$ cat src/rtl/rriot_pkg.sv
//==============================================================================
// Module  : rriot_pkg
// Brief   : Shared types and address map for the RRIOT bus arbiter.
// Rev     : 1.0 - initial release
//==============================================================================
`default_nettype none

package rriot_pkg;

    typedef enum logic [1:0] {
        IDLE  = 2'd0,
        ISSUE = 2'd1,
        WAIT  = 2'd2,
        RESP  = 2'd3
    } arb_state_t;

    typedef enum logic [1:0] {
        T_RAM  = 2'd0,
        T_IO   = 2'd1,
        T_TMR  = 2'd2,
        T_NONE = 2'd3
    } target_t;

    // RAM starts at address zero, so only its upper limit is needed.
    localparam int unsigned RAM_LIMIT = 32'h3F;
    localparam int unsigned IO_BASE   = 32'h40;
    localparam int unsigned IO_LIMIT  = 32'h47;
    localparam int unsigned TMR_BASE  = 32'h48;
    localparam int unsigned TMR_LIMIT = 32'h4F;

    localparam logic [7:0] UNMAPPED_DATA_DEF = 8'hFF;

endpackage

`default_nettype wire

$ cat src/rtl/rriot_bus_arb_if.sv
//==============================================================================
// Module  : rriot_bus_arb_if
// Brief   : Requester handshake bundle; err is present with RRIOT_ARB_ERR_EN.
// Rev     : 1.0 - initial release
//==============================================================================
`default_nettype none

interface rriot_bus_arb_if #(
    parameter int AW = 7
);
    logic          req;
    logic          we_n;
    logic [AW-1:0] addr;
    logic [7:0]    wdata;
    logic          done;
    logic [7:0]    rdata;
`ifdef RRIOT_ARB_ERR_EN
    logic          err;

    modport master (output req, we_n, addr, wdata, input  done, rdata, err);
    modport slave  (input  req, we_n, addr, wdata, output done, rdata, err);
`else
    modport master (output req, we_n, addr, wdata, input  done, rdata);
    modport slave  (input  req, we_n, addr, wdata, output done, rdata);
`endif
endinterface

`default_nettype wire

$ cat src/rtl/rriot_addr_dec.sv
//==============================================================================
// Module  : rriot_addr_dec
// Brief   : Combinational RRIOT address to target decode.
// Rev     : 1.0 - initial release
//==============================================================================
`default_nettype none

module rriot_addr_dec
    import rriot_pkg::*;
#(
    parameter int AW = 7
) (
    input  wire logic [AW-1:0] addr,
    output target_t            target
);

    logic [31:0] addr_ext;

    always_comb begin
        addr_ext = {{(32-AW){1'b0}}, addr};
        target   = T_NONE;
        if (addr_ext <= RAM_LIMIT) begin
            target = T_RAM;
        end else if (addr_ext >= IO_BASE && addr_ext <= IO_LIMIT) begin
            target = T_IO;
        end else if (addr_ext >= TMR_BASE && addr_ext <= TMR_LIMIT) begin
            target = T_TMR;
        end
    end

endmodule

`default_nettype wire

$ cat src/rtl/rriot_bus_arb.sv
//==============================================================================
// Module  : rriot_bus_arb
// Brief   : Two-requester sequencer/arbiter for RRIOT I/O, timer and RAM.
//           Optional error reporting enabled by RRIOT_ARB_ERR_EN.
// Rev     : 1.0 - initial release
//==============================================================================
`default_nettype none

module rriot_bus_arb
    import rriot_pkg::*;
#(
    parameter int         AW            = 7,
    parameter int         STARVE_MAX    = 4,
    parameter logic [7:0] UNMAPPED_DATA = UNMAPPED_DATA_DEF
) (
    input  wire logic          clk,
    input  wire logic          rst_n,
    rriot_bus_arb_if.slave     cpu,
    rriot_bus_arb_if.slave     dbg,
    output logic               t_we_n,
    output logic [AW-1:0]      t_addr,
    output logic [7:0]         t_wdata,
    output logic               io_enable,
    output logic               tmr_enable,
    output logic               ram_enable,
    input  wire logic          io_oe,
    input  wire logic          tmr_oe,
    input  wire logic          ram_oe,
    input  wire logic [7:0]    io_do,
    input  wire logic [7:0]    tmr_do,
    input  wire logic [7:0]    ram_do
);

    arb_state_t  state, state_nxt;
    target_t     target;
    logic        owner_dbg;
    logic [3:0]  starve_cnt;
    logic        starve_hit;
    logic        grant_cpu, grant_dbg;
    logic        sel_oe;
    logic [7:0]  sel_do;
    logic [7:0]  cap_data;
    logic        cpu_done_c, dbg_done_c;
    logic [7:0]  cpu_rdata_r, dbg_rdata_r;

    rriot_addr_dec #(.AW(AW)) u_dec (
        .addr   (t_addr),
        .target (target)
    );

    assign starve_hit = (starve_cnt == 4'(STARVE_MAX));

    always_comb begin
        grant_dbg = dbg.req && (!cpu.req || starve_hit);
        grant_cpu = cpu.req && !grant_dbg;
    end

    always_comb begin
        sel_oe = 1'b0;
        sel_do = UNMAPPED_DATA;
        case (target)
            T_RAM:   begin sel_oe = ram_oe; sel_do = ram_do; end
            T_IO:    begin sel_oe = io_oe;  sel_do = io_do;  end
            T_TMR:   begin sel_oe = tmr_oe; sel_do = tmr_do; end
            default: begin sel_oe = 1'b0;   sel_do = UNMAPPED_DATA; end
        endcase
        cap_data = sel_oe ? sel_do : UNMAPPED_DATA;
    end

    always_ff @(posedge clk or negedge rst_n) begin
        if (!rst_n) begin
            state <= IDLE;
        end else begin
            state <= state_nxt;
        end
    end

    always_comb begin
        state_nxt  = state;
        io_enable  = 1'b0;
        tmr_enable = 1'b0;
        ram_enable = 1'b0;
        cpu_done_c = 1'b0;
        dbg_done_c = 1'b0;
        case (state)
            IDLE: begin
                if (cpu.req || dbg.req) begin
                    state_nxt = ISSUE;
                end
            end
            ISSUE: begin
                io_enable  = (target == T_IO);
                tmr_enable = (target == T_TMR);
                ram_enable = (target == T_RAM);
                state_nxt  = WAIT;
            end
            WAIT: begin
                state_nxt = RESP;
            end
            RESP: begin
                cpu_done_c = !owner_dbg;
                dbg_done_c = owner_dbg;
                state_nxt  = IDLE;
            end
            default: state_nxt = IDLE;
        endcase
    end

    always_ff @(posedge clk or negedge rst_n) begin
        if (!rst_n) begin
            t_we_n      <= 1'b1;
            t_addr      <= '0;
            t_wdata     <= 8'h00;
            owner_dbg   <= 1'b0;
            starve_cnt  <= 4'd0;
            cpu_rdata_r <= 8'h00;
            dbg_rdata_r <= 8'h00;
        end else begin
            if (state == IDLE && (grant_cpu || grant_dbg)) begin
                owner_dbg <= grant_dbg;
                t_we_n    <= grant_dbg ? dbg.we_n  : cpu.we_n;
                t_addr    <= grant_dbg ? dbg.addr  : cpu.addr;
                t_wdata   <= grant_dbg ? dbg.wdata : cpu.wdata;
            end

            // Counter tracks only CPU wins that actually held debug off.
            if (!dbg.req) begin
                starve_cnt <= 4'd0;
            end else if (state == IDLE && grant_dbg) begin
                starve_cnt <= 4'd0;
            end else if (state == IDLE && grant_cpu && !starve_hit) begin
                starve_cnt <= starve_cnt + 4'd1;
            end

            if (state == WAIT && t_we_n) begin
                if (owner_dbg) begin
                    dbg_rdata_r <= cap_data;
                end else begin
                    cpu_rdata_r <= cap_data;
                end
            end
        end
    end

    assign cpu.done  = cpu_done_c;
    assign dbg.done  = dbg_done_c;
    assign cpu.rdata = cpu_rdata_r;
    assign dbg.rdata = dbg_rdata_r;

`ifdef RRIOT_ARB_ERR_EN
    logic cpu_err_r, dbg_err_r;
    logic err_c;

    assign err_c = (target == T_NONE) || (t_we_n && !sel_oe);

    always_ff @(posedge clk or negedge rst_n) begin
        if (!rst_n) begin
            cpu_err_r <= 1'b0;
            dbg_err_r <= 1'b0;
        end else if (state == WAIT) begin
            if (owner_dbg) begin
                dbg_err_r <= err_c;
            end else begin
                cpu_err_r <= err_c;
            end
        end
    end

    assign cpu.err = cpu_err_r;
    assign dbg.err = dbg_err_r;
`endif

endmodule

`default_nettype wire

$ cat src/flat_wrapper.sv
// flat-port wrapper written by rule: the top's interface ports become plain ports
module rriot_bus_arb_flat import rriot_pkg::*;
#(
    parameter int         AW            = 7,
    parameter int         STARVE_MAX    = 4,
    parameter logic [7:0] UNMAPPED_DATA = UNMAPPED_DATA_DEF
)
  (clk, rst_n, t_we_n, t_addr, t_wdata, io_enable, tmr_enable, ram_enable, io_oe, tmr_oe, ram_oe, io_do, tmr_do, ram_do, cpu_req, cpu_we_n, cpu_addr, cpu_wdata, cpu_done, cpu_rdata, dbg_req, dbg_we_n, dbg_addr, dbg_wdata, dbg_done, dbg_rdata);
  rriot_bus_arb_if #(.AW(AW)) cpu_i ();
  rriot_bus_arb_if #(.AW(AW)) dbg_i ();
  input  wire logic clk;
  input  wire logic rst_n;
  output logic t_we_n;
  output logic [AW-1:0] t_addr;
  output logic [7:0] t_wdata;
  output logic io_enable;
  output logic tmr_enable;
  output logic ram_enable;
  input  wire logic io_oe;
  input  wire logic tmr_oe;
  input  wire logic ram_oe;
  input  wire logic [7:0] io_do;
  input  wire logic [7:0] tmr_do;
  input  wire logic [7:0] ram_do;
  input wire logic [$bits(cpu_i.req)-1:0] cpu_req;
  input wire logic [$bits(cpu_i.we_n)-1:0] cpu_we_n;
  input wire logic [$bits(cpu_i.addr)-1:0] cpu_addr;
  input wire logic [$bits(cpu_i.wdata)-1:0] cpu_wdata;
  output wire logic [$bits(cpu_i.done)-1:0] cpu_done;
  output wire logic [$bits(cpu_i.rdata)-1:0] cpu_rdata;
  input wire logic [$bits(dbg_i.req)-1:0] dbg_req;
  input wire logic [$bits(dbg_i.we_n)-1:0] dbg_we_n;
  input wire logic [$bits(dbg_i.addr)-1:0] dbg_addr;
  input wire logic [$bits(dbg_i.wdata)-1:0] dbg_wdata;
  output wire logic [$bits(dbg_i.done)-1:0] dbg_done;
  output wire logic [$bits(dbg_i.rdata)-1:0] dbg_rdata;
  assign cpu_i.req = cpu_req;
  assign cpu_i.we_n = cpu_we_n;
  assign cpu_i.addr = cpu_addr;
  assign cpu_i.wdata = cpu_wdata;
  assign cpu_done = cpu_i.done;
  assign cpu_rdata = cpu_i.rdata;
  assign dbg_i.req = dbg_req;
  assign dbg_i.we_n = dbg_we_n;
  assign dbg_i.addr = dbg_addr;
  assign dbg_i.wdata = dbg_wdata;
  assign dbg_done = dbg_i.done;
  assign dbg_rdata = dbg_i.rdata;
  rriot_bus_arb #(.AW(AW), .STARVE_MAX(STARVE_MAX), .UNMAPPED_DATA(UNMAPPED_DATA)) u_core (.clk(clk), .rst_n(rst_n), .cpu(cpu_i), .dbg(dbg_i), .t_we_n(t_we_n), .t_addr(t_addr), .t_wdata(t_wdata), .io_enable(io_enable), .tmr_enable(tmr_enable), .ram_enable(ram_enable), .io_oe(io_oe), .tmr_oe(tmr_oe), .ram_oe(ram_oe), .io_do(io_do), .tmr_do(tmr_do), .ram_do(ram_do));
endmodule
$ cat config.mk
export PLATFORM = sky130hd
export DESIGN_NAME = rriot_bus_arb_flat
export DESIGN_NICKNAME = d
export VERILOG_FILES = /design/src/rtl/rriot_pkg.sv /design/src/rtl/rriot_bus_arb_if.sv /design/src/rtl/rriot_addr_dec.sv /design/src/rtl/rriot_bus_arb.sv /design/src/flat_wrapper.sv
export SDC_FILE = /design/constraint.sdc
export NUM_CORES = 1
export LEC_CHECK = 0
export CORE_MARGIN = 1.5
export CORE_UTILIZATION = 35
export CTS_CLUSTER_DIAMETER = 60
export DETAILED_ROUTE_END_ITERATION = 8
export PLACE_DENSITY_LB_ADDON = 0.3
export SYNTH_ARGS = -nofsm -noshare
export SYNTH_HDL_FRONTEND = slang
export SYNTH_HIERARCHICAL = 1
export SYNTH_SLANG_ARGS = --single-unit
$ cat constraint.sdc
create_clock -name clk -period 4.39 [get_ports clk]
set_input_delay 1.317 -clock clk [delete_from_list [all_inputs] [get_ports clk]]
set_output_delay 1.317 -clock clk [all_outputs]
set_load 0.01 [all_outputs]
==> flow_summary.toml <==
[clock_tree]
ctsHoldBuffers = 0
cts_root_buf = "clkbuf_8"
cts_resized = 0
cts_buffers = 5
cts.sinks = 39
clockBufferDepth = 2
htree_levels = 2
cts_setup_buffers = 0
cts_tree = "yes"
clk_latency_ns = 0.29
path_clk_slew_ns = 0.08

[grt]
antenna_found_initial = 0
grt_pass1_wl_um = 8760
overflow = 0
grtUsageTotal = 0.176
grt_pass1_vias = 1885
grt_max_degree = 40

[synth]
synth_area_leader_cell = "dfrtp_1"
avgSynthCellArea_um2 = 9.24
seq_area_frac_synth = 0.466
synthTopCellsByArea = "dfrtp_1, a21oi_1, nand2_1, nor2_1, a211oi_2"
syn-instance-count = 227
async_flop_share = 1.00
synthFlopType = "dfrtp_1"
synth_top_area_frac = 0.453
netlist_area_mm2 = 0.00210
synthDistinctLibCells = 38
yosysWarnings = 6
yosys_register_bits = 39
synth_edf_count = 0
syn_nets = 296

[sta]
post-route-period-util = 0.759
rsz0062_at_grt = "no"
setup_viol = 0
hold_viol = 0
tightest_slew_ns = 0.871
relSlewSlack = 0.420
max_clock_freq_mhz = 300
fin_skew_ns = 0.00742
finalMaxSlewViolations = 0
min_period_ns = 3.33
tns_ns = 0

[pwr]
swShare = 0.380
power_density_mw_per_mm2 = 649
p_sw_mw = 0.796
finalPower_mw = 2.10
total_leakage_power_nw = 1.40
power.share.combinational = 0.547
seqPwrFrac = 0.304
pwr-share-clk = 0.149
vdd_drop_max_uv = 301
p_int_mw = 1.30

[worst_setup_path]
end_kind = "output pin"
worstSetupPathType = "flop to output pin"
slowest_stage = "clkdlybuf4s50_1"
path_delay_family = "buffers and inverters"
worstPathArrival_ns = 2.01
path_buf_inv = 1
start_kind = "flop"
critPathRequiredTime_ns = 3.07
cp_max_fo = 13
max_stage_delay_ns = 0.58
path_cells = "o31a_1 > nor3b_1 > clkdlybuf4s50_1"

[finish]
fin_util = 0.552
layout_commonest_cell = "clkdlybuf4s50_1"
syn_to_final_growth_pct = 53.9
drive_gt1_frac = 0.0774
final_cell_mix = "clkdlybuf4s50_1, dfrtp_1, nand2_1, a21oi_1, nor2_1"
instances_no_fill = 398
nets = 391
antennaDiodeCount = 0

[outcome]
status = "complete, no violations"

[die]
initial_core_util = 0.359
die_area_mm2 = 0.00647
die_w_um = 80.4
core_area_mm2 = 0.00585
die_h_um = 80.4
io-pin-count = 100
rows = 28

[route]
drt_iter0_markers = 93
ant_nets = 0
drt_first_pass_iters = 4
wl_per_cell_um = 14.1
postRouteWirelength_um = 5610
vias = 1964
drc = 0
via_per_inst = 4.93

[place]
gp_congestion = 0.750
portBuffers = 99
post-dp-hpwl_um = 4220
place_inst = 390

[min_path]
hold_path.class = "flop to flop"

[flow_run]
maxCapViolations = 0
==> power groups by stage <==
stage	clock [mW]	sequential (mW)	combinational, mW
CTS	0.321	0.641	1.16
global placement	0	0.638	1.14
global route	0.338	0.664	1.25
finish	0.312	0.638	1.15
floorplan	0	0.706	0.590
detailed placement	0	0.645	1.15
==> cells in the mapped netlist (2+ instances only) <==
cell type	instances
a211oi_2	8
a21oi_1	33
and2_1	2
and3b_1	2
buf_2	2
buf_4	3
buf_6	2
clkbuf_1	2
clkbuf_2	3
dfrtp_1	38
ha_1	6
inv_1	5
mux2i_1	9
nand2_1	36
nand3_1	2
nand3b_1	2
nor2_1	29
nor2b_1	4
nor3_1	2
nor3b_1	2
o21ai_0	3
o21ai_1	16
==> cells by family after synthesis <==
logic type,Yosys count,share of synthesized area
simple gates,84,0.177
compound gates,70,0.227
flops,39,0.466
buf+inv,18,0.0477
mux,9,0.0429
fa+ha+maj,6,0.0358
xor+xnor,1,0.00417
==> worst min-delay path: cells and delay by family (launching register included) <==
kind             cells  cell delay [ns]
flip-flops           1             0.35
AO/OA/AOI/OAI        1             0.06
AND/OR/NAND/NOR      1             0.05
==> registers in the layout, indices dropped and copies added, names as in the netlist <==
register / flops
u_core/t_we_n: 1
u_core/dbg.rdata: 8
u_core/t_wdata: 8
u_core/state: 2
u_core/owner_dbg: 1
u_core/starve_cnt: 4
u_core/cpu.rdata: 8
u_core/t_addr: 7
==> routing by layer <==
| metal | vias up | share of wire | GRT usage | wire length (µm) |
|---|---|---|---|---|
| li1 | 975 | - | - | - |
| met3 | 8 | 0.13 | 0.0795 | 741 |
| met4 | 0 | 0.016 | 0.0586 | 87 |
| met1 | 897 | 0.41 | 0.217 | 2320 |
| met2 | 84 | 0.44 | 0.273 | 2460 |
| met5 | - | 0 | 0 | 0 |
==> path summary, 6_finish.rpt <==
check,cells past startpoint,slack (ns),endpoint,from
max in group asynchronous,1,2.70,u_core/starve_cnt[3]$_DFFE_PN0P_,rst_n
min in group asynchronous,1,1.13,u_core/dbg.rdata[2]$_DFFE_PN0P_,rst_n
worst max-delay path,3,1.06,ram_enable,u_core/t_addr[4]$_DFFE_PN0P_
worst min-delay path,2,0.49,u_core/cpu.rdata[3]$_DFFE_PN0P_,u_core/cpu.rdata[3]$_DFFE_PN0P_
worst min register to register,2,0.49,u_core/cpu.rdata[3]$_DFFE_PN0P_,u_core/cpu.rdata[3]$_DFFE_PN0P_
worst max register to register,5,2.11,u_core/dbg.rdata[3]$_DFFE_PN0P_,u_core/t_addr[5]$_DFFE_PN0P_
==> per-stage QoR <==
| stage | hold WS, ns | area, µm² | setup slack [ns] |
|---|---|---|---|
| finish | 0.490 | 3230 | 1.06 |
| detailed placement | 0.475 | 3110 | 1.38 |
| global placement | 0.468 | 3110 | 1.39 |
| CTS | 0.493 | 3230 | 1.05 |
| floorplan | 0.515 | 2100 | 1.66 |
| global route | 0.519 | 3230 | 0.923 |
==> area by class of cell <==
type / instances / area, µm²
clock inverters: 2 / 35.0
fillers: 547 / 2620
flip-flops and latches: 39 / 977
clock buffers: 6 / 82.6
multi-input cells: 170 / 1020
inverters: 5 / 18.8
well taps: 75 / 93.8
repair buffers: 101 / 1000
No activity file was read; power rests on OpenSTA's default activity.
